$ cat src/rtl/div_hilo_unit.sv
// Radix-2 restoring divider producing quotient (LO) and remainder (HI) for DIV/DIVU.
// Latency: done strobes exactly 33 cycles after the accepting edge; busy stalls the pipe until then.
module div_hilo_unit #(
    parameter int WIDTH = 32,
    parameter int CNT_W = 6
) (
    input  logic             clk,
    input  logic             rst,
    input  logic             start,
    input  logic             signed_div,
    input  logic             annul,
    input  logic [WIDTH-1:0] dividend,
    input  logic [WIDTH-1:0] divisor,
    output logic             busy,
    output logic             done,
    output logic [WIDTH-1:0] hi_result,
    output logic [WIDTH-1:0] lo_result
);

    typedef enum logic [1:0] {
        S_IDLE,
        S_BUSY,
        S_DONE
    } state_t;

    state_t             state_q, state_d;
    logic [CNT_W-1:0]   cnt_q, cnt_d;
    logic [WIDTH-1:0]   rem_q, rem_d;
    logic [WIDTH-1:0]   quo_q, quo_d;
    logic [WIDTH-1:0]   dvs_q, dvs_d;
    logic [WIDTH-1:0]   dvd_q, dvd_d;
    logic [WIDTH-1:0]   hi_q, hi_d;
    logic [WIDTH-1:0]   lo_q, lo_d;
    logic               q_neg_q, q_neg_d;
    logic               r_neg_q, r_neg_d;
    logic               div0_q, div0_d;

    logic               dvd_neg, dvs_neg;
    logic [WIDTH-1:0]   dvd_mag, dvs_mag;
    logic [WIDTH:0]     rem_sh;
    logic [WIDTH+1:0]   diff;
    logic [WIDTH-1:0]   step_rem, step_quo;
    logic [WIDTH-1:0]   fin_rem, fin_quo;
    logic               last_step;
    logic               accept;

    // Operand magnitudes; signs only matter for DIV.
    assign dvd_neg = signed_div & dividend[WIDTH-1];
    assign dvs_neg = signed_div & divisor[WIDTH-1];
    assign dvd_mag = dvd_neg ? -dividend : dividend;
    assign dvs_mag = dvs_neg ? -divisor  : divisor;

    assign accept    = (state_q == S_IDLE) && start && !annul;
    assign last_step = (cnt_q == CNT_W'(WIDTH - 1));

    // One restoring step: shifted partial remainder needs WIDTH+1 bits, plus a borrow bit.
    always_comb begin
        rem_sh = {rem_q, quo_q[WIDTH-1]};
        diff   = {1'b0, rem_sh} - {2'b00, dvs_q};
        if (!diff[WIDTH+1]) begin
            step_rem = diff[WIDTH-1:0];
            step_quo = {quo_q[WIDTH-2:0], 1'b1};
        end else begin
            step_rem = rem_sh[WIDTH-1:0];
            step_quo = {quo_q[WIDTH-2:0], 1'b0};
        end
    end

    assign fin_quo = q_neg_q ? -step_quo : step_quo;
    assign fin_rem = r_neg_q ? -step_rem : step_rem;

    always_comb begin
        state_d = state_q;
        cnt_d   = cnt_q;
        rem_d   = rem_q;
        quo_d   = quo_q;
        dvs_d   = dvs_q;
        dvd_d   = dvd_q;
        hi_d    = hi_q;
        lo_d    = lo_q;
        q_neg_d = q_neg_q;
        r_neg_d = r_neg_q;
        div0_d  = div0_q;
        unique case (state_q)
            S_IDLE: begin
                if (accept) begin
                    state_d = S_BUSY;
                    cnt_d   = '0;
                    rem_d   = '0;
                    quo_d   = dvd_mag;
                    dvs_d   = dvs_mag;
                    dvd_d   = dividend;
                    q_neg_d = dvd_neg ^ dvs_neg;
                    r_neg_d = dvd_neg;
                    div0_d  = (divisor == '0);
                end
            end
            S_BUSY: begin
                if (annul) begin
                    state_d = S_IDLE;
                end else begin
                    cnt_d = cnt_q + CNT_W'(1);
                    rem_d = step_rem;
                    quo_d = step_quo;
                    if (last_step) begin
                        state_d = S_DONE;
                        // Divide-by-zero reports the raw dividend, bypassing sign fixup.
                        if (div0_q) begin
                            lo_d = '1;
                            hi_d = dvd_q;
                        end else begin
                            lo_d = fin_quo;
                            hi_d = fin_rem;
                        end
                    end
                end
            end
            S_DONE: begin
                state_d = S_IDLE;
            end
            default: begin
                state_d = S_IDLE;
            end
        endcase
    end

    always_ff @(posedge clk or posedge rst) begin
        if (rst) begin
            state_q <= S_IDLE;
            cnt_q   <= '0;
            rem_q   <= '0;
            quo_q   <= '0;
            dvs_q   <= '0;
            dvd_q   <= '0;
            hi_q    <= '0;
            lo_q    <= '0;
            q_neg_q <= 1'b0;
            r_neg_q <= 1'b0;
            div0_q  <= 1'b0;
        end else begin
            state_q <= state_d;
            cnt_q   <= cnt_d;
            rem_q   <= rem_d;
            quo_q   <= quo_d;
            dvs_q   <= dvs_d;
            dvd_q   <= dvd_d;
            hi_q    <= hi_d;
            lo_q    <= lo_d;
            q_neg_q <= q_neg_d;
            r_neg_q <= r_neg_d;
            div0_q  <= div0_d;
        end
    end

    // Stall drops in DONE so the pipeline advances while the commit happens.
    assign busy      = (state_q == S_BUSY) || accept;
    assign done      = (state_q == S_DONE);
    assign hi_result = hi_q;
    assign lo_result = lo_q;

endmodule

$ cat config.mk
export PLATFORM = sky130hd
export DESIGN_NAME = div_hilo_unit
export DESIGN_NICKNAME = d
export VERILOG_FILES = /design/src/rtl/div_hilo_unit.sv
export SDC_FILE = /design/constraint.sdc
export NUM_CORES = 1
export LEC_CHECK = 0
export ABC_AREA = 1
export BUFFER_PORTS_ARGS = -buffer_cell sky130_fd_sc_hd__buf_2
export CORE_MARGIN = 2
export CORE_UTILIZATION = 32
export CTS_CLUSTER_DIAMETER = 120
export DETAILED_ROUTE_END_ITERATION = 12
export SLEW_MARGIN = 30
export SYNTH_ARGS = -nofsm -noshare
export SYNTH_HDL_FRONTEND = slang
export SYNTH_SLANG_ARGS = --single-unit
$ cat constraint.sdc
create_clock -name clk -period 8.9 [get_ports clk]
set_input_delay 0.89 -clock clk [delete_from_list [all_inputs] [get_ports clk]]
set_output_delay 0.89 -clock clk [all_outputs]
set_load 0.01 [all_outputs]
==> impl_metrics.toml, run 1 <==
[outcome]
status = "completed"

[run]
cap_violations = 0

[sta]
maxSlewViolCount = 0
slew-limit-headroom = 0.380
layout_min_cycle_time_ps = 4610
tns_ps = 0
setup_viol = 0
hold_viol = 0
holdWs_ps = 413
max_freq_mhz = 217
clock_skew_ps = 13.1
post-route-period-util = 0.517
rsz0062_at_grt = "false"
worst_pin_slew_ps = 929

[floorplan]
dieArea_sq_um = 46400
coreArea_sq_um = 44100
rows = 77
initial_utilization = 0.324
ioPinCount = 135
die_y_microns = 215
die_w_microns = 215

[synth]
synth_top_family_by_area = "simple AND/OR/NAND/NOR gates"
ys_warn_count = 0
synth_edf_count = 0
synth_adder_area_share = 0.0338
async_reset_ff_frac = 1.00
synth_top_area_cell = "dfrtp_1"
synth-compound-area-share = 0.139
synthTopCellsByArea = "dfrtp_1 (36%), nand2_1 (17%), inv_1 (7.8%), o21ai_0 (5.9%), nor2_1 (5.3%)"
ys_seq_area_frac = 0.355
synthMostInstantiatedCell = "nand2_1"
ys_seq_elements = 203
syn_inst = 2146
synth-simple-area-share = 0.329
synthMuxAreaShare = 0
syn-cell-area_sq_um = 14300
synth_cell_types = 56
synth_area_per_cell_sq_um = 6.66
synth-xor-area-share = 0.0386
synth.top_cell.area_share = 0.355
synth_fp_nets = 2253
synthTopCellsByCount = "nand2_1 (647), inv_1 (297), dfrtp_1 (203)"
synth_ff_type = "dfrtp_1"

[power_and_ir_drop]
powerDensity_nw_per_um2 = 346
ir_drop_mv = 0.163
leakage_nw = 8.75

[placement]
place_area_sq_um = 15500
detailed_place_hpwl_mm = 38.1
io_buffers = 134
place.gp.congestion = 0.932
dpl.cell_count = 2808

[route]
avgViaCountPerCell = 5.00
routed_wl_mm = 49.9
drt_pass1_iterations = 6
drtIter0Drc = 1139
drc = 0
vias = 14300
wl_per_cell_microns = 17.5
ant_nets = 0

[clocking]
clock_path_buffers = 3
clk_pin_slew_ps = 60
postCtsSetupBuffers = 0
ctsResizeCount = 0
htree_levels = 1
hold_buffers = 0
cts_made_buffers = 25
clockRootBuffer = "clkbuf_16"
cts_tree = "yes"
clk_latency_ps = 540
cts_sinks = 203

[critical_path]
cp_max_fo = 37
rr_worst_depth = 21
arrival_ps = 5030
critPathKind = "reg2reg"
end_kind = "register"
required_ps = 9320
startpoint_type = "register"

[layout]
multiInputGateArea_sq_um = 7740
nets = 2350
layout.cells.non_filler = 2852
fillCellCount = 4873
fin_util = 0.369
syn_to_final_growth_pct = 13.7
final_cell_area_sq_um = 16300
drive_above_1_share = 0.120
register_area_sq_um = 5080
antennaDiodeCount = 0

[global_route]
grt_pass1_wl_mm = 78.6
grt_overflow = 0
antenna_found_initial = 0
grt_max_degree = 125
grt_pass1_vias = 13900
grt_use_total = 0.213

[min_path]
hold_class = "in2async"
-- power by group --
part / leakage (nW) / switching (mW) / internal, mW
clock network: 0.367 / 0.427 / 0.544
logic: 5.72 / 2.40 / 0.988
registers: 2.66 / 0.171 / 1.09
-- layer usage --
layer | vias up | wire length [microns] | GRT usage
li1 | 7040 | - | -
met1 | 6712 | 23000 | 0.297
met2 | 452 | 22300 | 0.339
met3 | 64 | 3140 | 0.0327
met4 | 0 | 1490 | 0.0662
met5 | - | 0 | 0
-- final timing paths --
path / startpoint / slack, ps / endpoint
hold / removal: rst / 410 / hi_result[16]$_DFFE_PP0P_
min in group clk: dvd_q[20]$_DFFE_PP0P_ / 480 / dvd_q[20]$_DFFE_PP0P_
max in group asynchronous: rst / 7280 / dvd_q[7]$_DFFE_PP0P_
setup / recovery: rem_q[18]$_DFFE_PP0P_ / 4290 / lo_result[28]$_DFFE_PP0P_
setup reg to reg: rem_q[18]$_DFFE_PP0P_ / 4290 / lo_result[28]$_DFFE_PP0P_
hold reg to reg: dvd_q[20]$_DFFE_PP0P_ / 480 / dvd_q[20]$_DFFE_PP0P_
-- area by class of cell --
class	instances	area share
multi-input combinational	1559	0.476
tap	592	0.0456
clock inverter	13	0.00592
inverter	310	0.0723
clock buffer	31	0.0417
sequential	203	0.312
timing repair buffer	144	0.0461
-- registers in the layout, summed over array words and instances, names as in the netlist --
name and count:
r_neg_q 1, dvs_q 32, dvd_q 32, state_q 2, lo_result 32, cnt_q 6
q_neg_q 1, div0_q 1, rem_q 32, quo_q 32, hi_result 32
-- cells by family after synthesis --
logic type | Yosys count
flops | 203
simple gates | 1106
xor+xnor | 63
fa+ha+maj | 38
buf+inv | 384
compound gates | 352
-- layout by cell type, fill, tap and decap left out, types with 20 or more instances in the layout --
cell type,netlist,layout
nand3_1,124,124
ha_1,37,37
nand2_1,647,646
dfrtp_1,203,203
o21ai_1,20,20
nand2_2,25,26
nor2_1,202,200
clkbuf_16,0,25
o21ai_0,168,168
nand4_1,20,20
xor2_1,51,51
buf_2,7,134
nor3_1,22,22
inv_1,297,294
a21oi_1,78,78
-- worst max-delay path, stage by stage, from the launching register on --
cell     delay [ps]
dfrtp_1         440
ha_1            380
nand2_1         160
inv_2            40
nand2_1          50
nand2_1          90
a21oi_4         170
nor2_2           80
nor2_8          310
nand2_8         230
inv_2           300
ha_1            260
inv_1            80
nor4_2          390
nand2_1         120
nor3_1          290
nand2_1         190
o31ai_2         370
o21ai_0         180
xor2_1          170
o22ai_1         110
inv_1            70
-- metrics by stage --
stage	worst slack (ps)	power [mW]
floorplan	2470	3.71
global placement	4350	4.59
detailed placement	4320	4.61
CTS	4290	5.61
global route	3900	6.13
finish	4290	5.63
No activity file was read; power rests on OpenSTA's default activity.
==> run 2: changes to the inputs <==
clock period = 4.6 ns   (was 8.9 ns; I/O delays follow)
==> run 2 against run 1 <==
- sequential share of layout area down 0.37 points
- non-clock buffer count up 13
- total power is 99% higher
- combinational power is 96% higher
- register-to-register slack lost 3700 ps
- utilization up 0.44 points
- count of clock-buffer cells in the layout rose by 5
- clock skew grew 7.7 ps
- flip-flop and latch count unchanged
- hold slack lost 230 ps
- die area is the same
- critical path type unchanged
- highest routed layer unchanged
==> impl_metrics.toml, run 2 (synthesis results as in run 1) <==
[critical_path]
crit_slowest_cell = "dfrtp_1"
critPathTopFamily = "simple AND/OR/NAND/NOR gates"
critPathKind = "reg2reg"
required_ps = 5050
arrival_ps = 4440
cp_slowest_stage_delay_ps = 450
path_buf_inv = 5
path_common_cell = "nand2_1"
crit_path_start = "rem_q[9]$_DFFE_PP0P_"
end_kind = "register"
r2r_setup_slack_ps = 610
reg2reg_from = "rem_q[9]$_DFFE_PP0P_"
cp_max_fo = 13
startpoint_type = "register"
path_cells = "ha_1, nand2_1, nand2_1, nand2_1, nand2_1, nand2_1, nand2_1, inv_2, nand2_2, nand2_4, nand2_8, inv_2, ha_1, inv_1, nor4_2, buf_4, nand2_1, nor3_1, nand2_1, o31ai_2, o21ai_0, xor2_1, o22ai_1, inv_1"
rr_worst_depth = 24
r2r_end = "lo_result[28]$_DFFE_PP0P_"

[global_route]
antenna_found_initial = 0
use_met2 = 0.344
top_usage_layer = "met2"
grt_use_total = 0.217
grt_use_met1 = 0.306
met3_usage = 0.0254
grt_pass1_vias = 13800
grt_max_degree = 105
grt_pass1_wl_mm = 79.8
grt_overflow = 0

[sta]
post-route-period-util = 0.868
finalWorstSetupSlack_ps = 606
hold_viol = 0
max_freq_mhz = 250
tns_ps = 0
maxSlewViolCount = 0
rsz0062_at_grt = "false"
slew-limit-headroom = 0.354
clock_skew_ps = 20.8
setup_viol = 0
worst_pin_slew_ps = 970
holdWs_ps = 186
layout_min_cycle_time_ps = 3990

[route]
routed_wl_mm = 50.6
drtIter0Drc = 1255
vias = 14400
ant_nets = 0
drt_pass1_iterations = 6
drc = 0
avgViaCountPerCell = 5.03
wl_per_cell_microns = 17.6

[clocking]
cts_tree = "yes"
clk_pin_slew_ps = 60
clock_path_buffers = 3
clockRootBuffer = "clkbuf_16"
cts_sinks = 203
clk_latency_ps = 560
htree_levels = 1
cts_made_buffers = 25

[floorplan]
initial_utilization = 0.324
die_y_microns = 215
dieArea_sq_um = 46400
die_w_microns = 215
coreArea_sq_um = 44100
rows = 77
ioPinCount = 135

[min_path]
hold_depth = 3
hold_class = "in2reg"
hold_start = "dividend[29]"
whs_endpoint = "dvd_q[29]$_DFFE_PP0P_"

[run]
cap_violations = 0

[layout]
antennaDiodeCount = 0
drive_above_1_share = 0.124
nets = 2363
syn_to_final_growth_pct = 15.1
final_common_cell = "nand2_1"
fillCellCount = 4812
mostFrequentLayoutCells = "nand2_1 (646), inv_1 (294), dfrtp_1 (203)"
layout.cells.non_filler = 2866

[power_and_ir_drop]
p_total_mw = 11.2
ir_drop_mv = 0.355
powerDensity_nw_per_um2 = 680
leakage_nw = 8.86

[placement]
dp_slack_ps = 670
detailed_place_hpwl_mm = 38.8
dpl.cell_count = 2820
place.gp.congestion = 0.980
io_buffers = 134

[outcome]
status = "completed"
==> run 2: cell count changes in the layout (fill, tap and decap cells not counted), moves of 2 or more <==
| cell | previous run | this run |
|---|---|---|
| buf_4 | 9 | 21 |
| clkinvlp_4 | 5 | 3 |
| clkbuf_1 | 3 | 5 |
| inv_6 | 2 | 0 |
| clkinv_4 | 3 | 0 |
| clkbuf_8 | 3 | 6 |
| bufinv_16 | 0 | 3 |
==> run 2: how the worst max path moves through the flow <==
stage / slack (ps) / cells past startpoint / end
floorplan: 1150 / 22 / lo_result[24]$_DFFE_PP0P_
global placement: 760 / 22 / lo_result[26]$_DFFE_PP0P_
detailed placement: 670 / 24 / lo_result[28]$_DFFE_PP0P_
CTS: 660 / 22 / lo_result[28]$_DFFE_PP0P_
global route: 210 / 24 / lo_result[26]$_DFFE_PP0P_
finish: 610 / 24 / lo_result[28]$_DFFE_PP0P_
==> run 2: area by class of cell <==
cell class,count,area (sq um),area share
timing repair buffer,157,858,0.0522
tap,592,741,0.0450
clock buffer,36,727,0.0442
sequential,203,5080,0.309
inverter,310,1170,0.0710
clock inverter,9,140,0.00852
multi-input combinational,1559,7740,0.470
==> run 2: power by group <==
part | switching, mW | internal (mW) | total [mW]
Clock | 0.829 | 1.27 | 2.10
Combinational | 4.67 | 1.98 | 6.66
Sequential | 0.326 | 2.12 | 2.44
Total | 5.83 | 5.37 | 11.2
==> run 2: routing by layer <==
layer,vias to the layer above,part of all wire
met5,-,0
met4,0,0.032
met3,81,0.059
met2,504,0.44
met1,6754,0.46
li1,7088,-
==> run 2: worst reg2reg max path, stage by stage (launching register included) <==
cell and delay (ps):
dfrtp_1 450, ha_1 400, nand2_1 90, nand2_1 70, nand2_1 80, nand2_1 90, nand2_1 70, nand2_1 80
inv_2 80, nand2_2 80, nand2_4 90, nand2_8 100, inv_2 90, ha_1 190, inv_1 80, nor4_2 220
buf_4 180, nand2_1 70, nor3_1 290, nand2_1 180, o31ai_2 360, o21ai_0 180, xor2_1 190, o22ai_1 130
inv_1 60
==> run 2: repair_timing <==
| action | CTS | global route |
|---|---|---|
| hold buffers | 1 | 0 |
| gates resized for setup | 0 | 0 |
| endpoints found under the setup margin | 0 | 0 |
| buffers inserted | 0 | 0 |
| endpoints found under the hold margin | 11 | 0 |
==> run 2: through the flow <==
step | cell area, sq um | utilization
6_report | 16500 | 0.373
5_1_grt | 16500 | 0.373
2_1_floorplan | 14300 | -
4_1_cts | 16500 | 0.373
3_3_place_gp | 15600 | 0.353
3_5_place_dp | 15600 | 0.353
==> run 3: changes to the inputs <==
CORE_UTILIZATION = 39   (was 32)
==> run 3 against run 2 <==
- non-clock buffer count down 3
- critical path depth down 1
- sequential share of layout area up 0.22 points
- critical path type unchanged
- combinational power up 1%
- critical endpoint unchanged
- total power up 1.6%
- largest cell class unchanged
==> impl_metrics.toml, run 3 (synthesis results as in run 1) <==
[layout]
final_cell_area_sq_um = 16300
antennaDiodeCount = 0
final_common_cell = "nand2_1"
mostFrequentLayoutCells = "nand2_1 (646), inv_1 (294), dfrtp_1 (203)"
nets = 2361
syn_to_final_growth_pct = 14.2
drive_above_1_share = 0.125

[route]
drc = 0
drt_pass1_iterations = 5
drtIter0Drc = 1384
vias = 14400
avgViaCountPerCell = 5.26
ant_nets = 0
routed_wl_mm = 50.1
wl_per_cell_microns = 18.3

[sta]
clock_skew_ps = 25.5
setup_viol = 0
post-route-period-util = 0.878
rsz0062_at_grt = "false"
maxSlewViolCount = 0
hold_viol = 0
slew-limit-headroom = 0.394
layout_min_cycle_time_ps = 4040
tns_ps = 0
max_freq_mhz = 248
worst_pin_slew_ps = 903

[floorplan]
die_w_microns = 195
dieArea_sq_um = 38200
coreArea_sq_um = 36300
rows = 70
ioPinCount = 135
initial_utilization = 0.393
die_y_microns = 195

[clocking]
clockRootBuffer = "clkbuf_16"
clk_latency_ps = 560
cts_tree = "yes"
cts_made_buffers = 26
hold_buffers = 0
clk_pin_slew_ps = 60
postCtsSetupBuffers = 0
htree_levels = 1
cts_sinks = 203
ctsResizeCount = 0
clock_path_buffers = 3

[placement]
place.gp.congestion = 0.966
place_area_sq_um = 15400
detailed_place_hpwl_mm = 38.5
io_buffers = 134

[global_route]
grt_overflow = 0
antenna_found_initial = 0
grt_use_total = 0.264
grt_pass1_wl_mm = 79.2
grt_pass1_vias = 13800
grt_max_degree = 102

[critical_path]
path_buf_inv = 4
end_kind = "register"
rr_worst_depth = 23
startpoint_type = "register"
r2r_end = "lo_result[28]$_DFFE_PP0P_"
r2r_setup_slack_ps = 560
cp_max_fo = 5
required_ps = 5050
cp_slowest_stage_delay_ps = 430
arrival_ps = 4490
reg2reg_from = "rem_q[5]$_DFFE_PP0P_"
critPathTopFamily = "simple AND/OR/NAND/NOR gates"
critPathKind = "reg2reg"
path_cells = "ha_1, nand2_1, nand2_1, nand2_1, nand2_1, clkinv_1, nand3_2, nand2_2, nand2_2, nand2_4, nand2_8, inv_2, ha_1, inv_1, nor4_2, nand2_1, nor3_1, nand2_1, o31ai_2, o21ai_0, xor2_1, o22ai_1, inv_1"
path_common_cell = "nand2_1"
crit_slowest_cell = "nor4_2"

[power_and_ir_drop]
ir_drop_mv = 0.390
powerDensity_nw_per_um2 = 696
leakage_nw = 8.88

[run]
cap_violations = 0

[outcome]
status = "completed"

[min_path]
hold_class = "in2async"
==> run 3: cell types whose count changed in the layout (fill, tap and decap cells not counted), sizes merged <==
cell	previous run	this run
dlygate4sd3	1	0
clkbuf	36	35
inv	307	306
bufinv	3	4
buf	156	154
clkinv	6	10
clkinvlp	3	2
==> run 3: power by group <==
part / switching (mW) / internal (mW)
clock network: 0.852 / 1.35
registers: 0.324 / 2.12
logic: 4.75 / 1.98
total: 5.93 / 5.44
==> run 3: how the worst max path moves through the flow <==
stage | cells after the start | endpoint | startpoint
detailed placement | 23 | lo_result[28]$_DFFE_PP0P_ | rem_q[7]$_DFFE_PP0P_
global route | 23 | lo_result[28]$_DFFE_PP0P_ | rem_q[1]$_DFFE_PP0P_
CTS | 23 | lo_result[28]$_DFFE_PP0P_ | rem_q[7]$_DFFE_PP0P_
floorplan | 22 | lo_result[24]$_DFFE_PP0P_ | rem_q[18]$_DFFE_PP0P_
finish | 23 | lo_result[28]$_DFFE_PP0P_ | rem_q[5]$_DFFE_PP0P_
global placement | 21 | lo_result[30]$_DFFE_PP0P_ | rem_q[18]$_DFFE_PP0P_
==> run 3: per-layer routing <==
layer,global-route usage,part of all wire
met1,0.396,0.48
met2,0.394,0.42
met3,0.0371,0.068
met4,0.0789,0.029
met5,0,0
==> run 3: final cells by class <==
type                            instances  area (sq um)
Fill cell                            3793         20000
Multi-Input combinational cell       1559          7740
Sequential cell                       203          5080
Inverter                              310          1170
Timing Repair Buffer                  154           833
Clock buffer                           35           734
Tap cell                              468           586
Clock inverter                         12           195
==> run 3: stage by stage <==
stage	total power, mW	hold WS (ps)	setup slack [ps]	instances	utilization
floorplan	7.17	437	1150	2146	-
global placement	9.04	461	716	2694	0.424
detailed placement	9.06	462	575	2694	0.424
CTS	11.3	64.9	562	2741	0.449
global route	12.3	105	75.0	2741	0.449
finish	11.4	52.0	563	2741	0.449
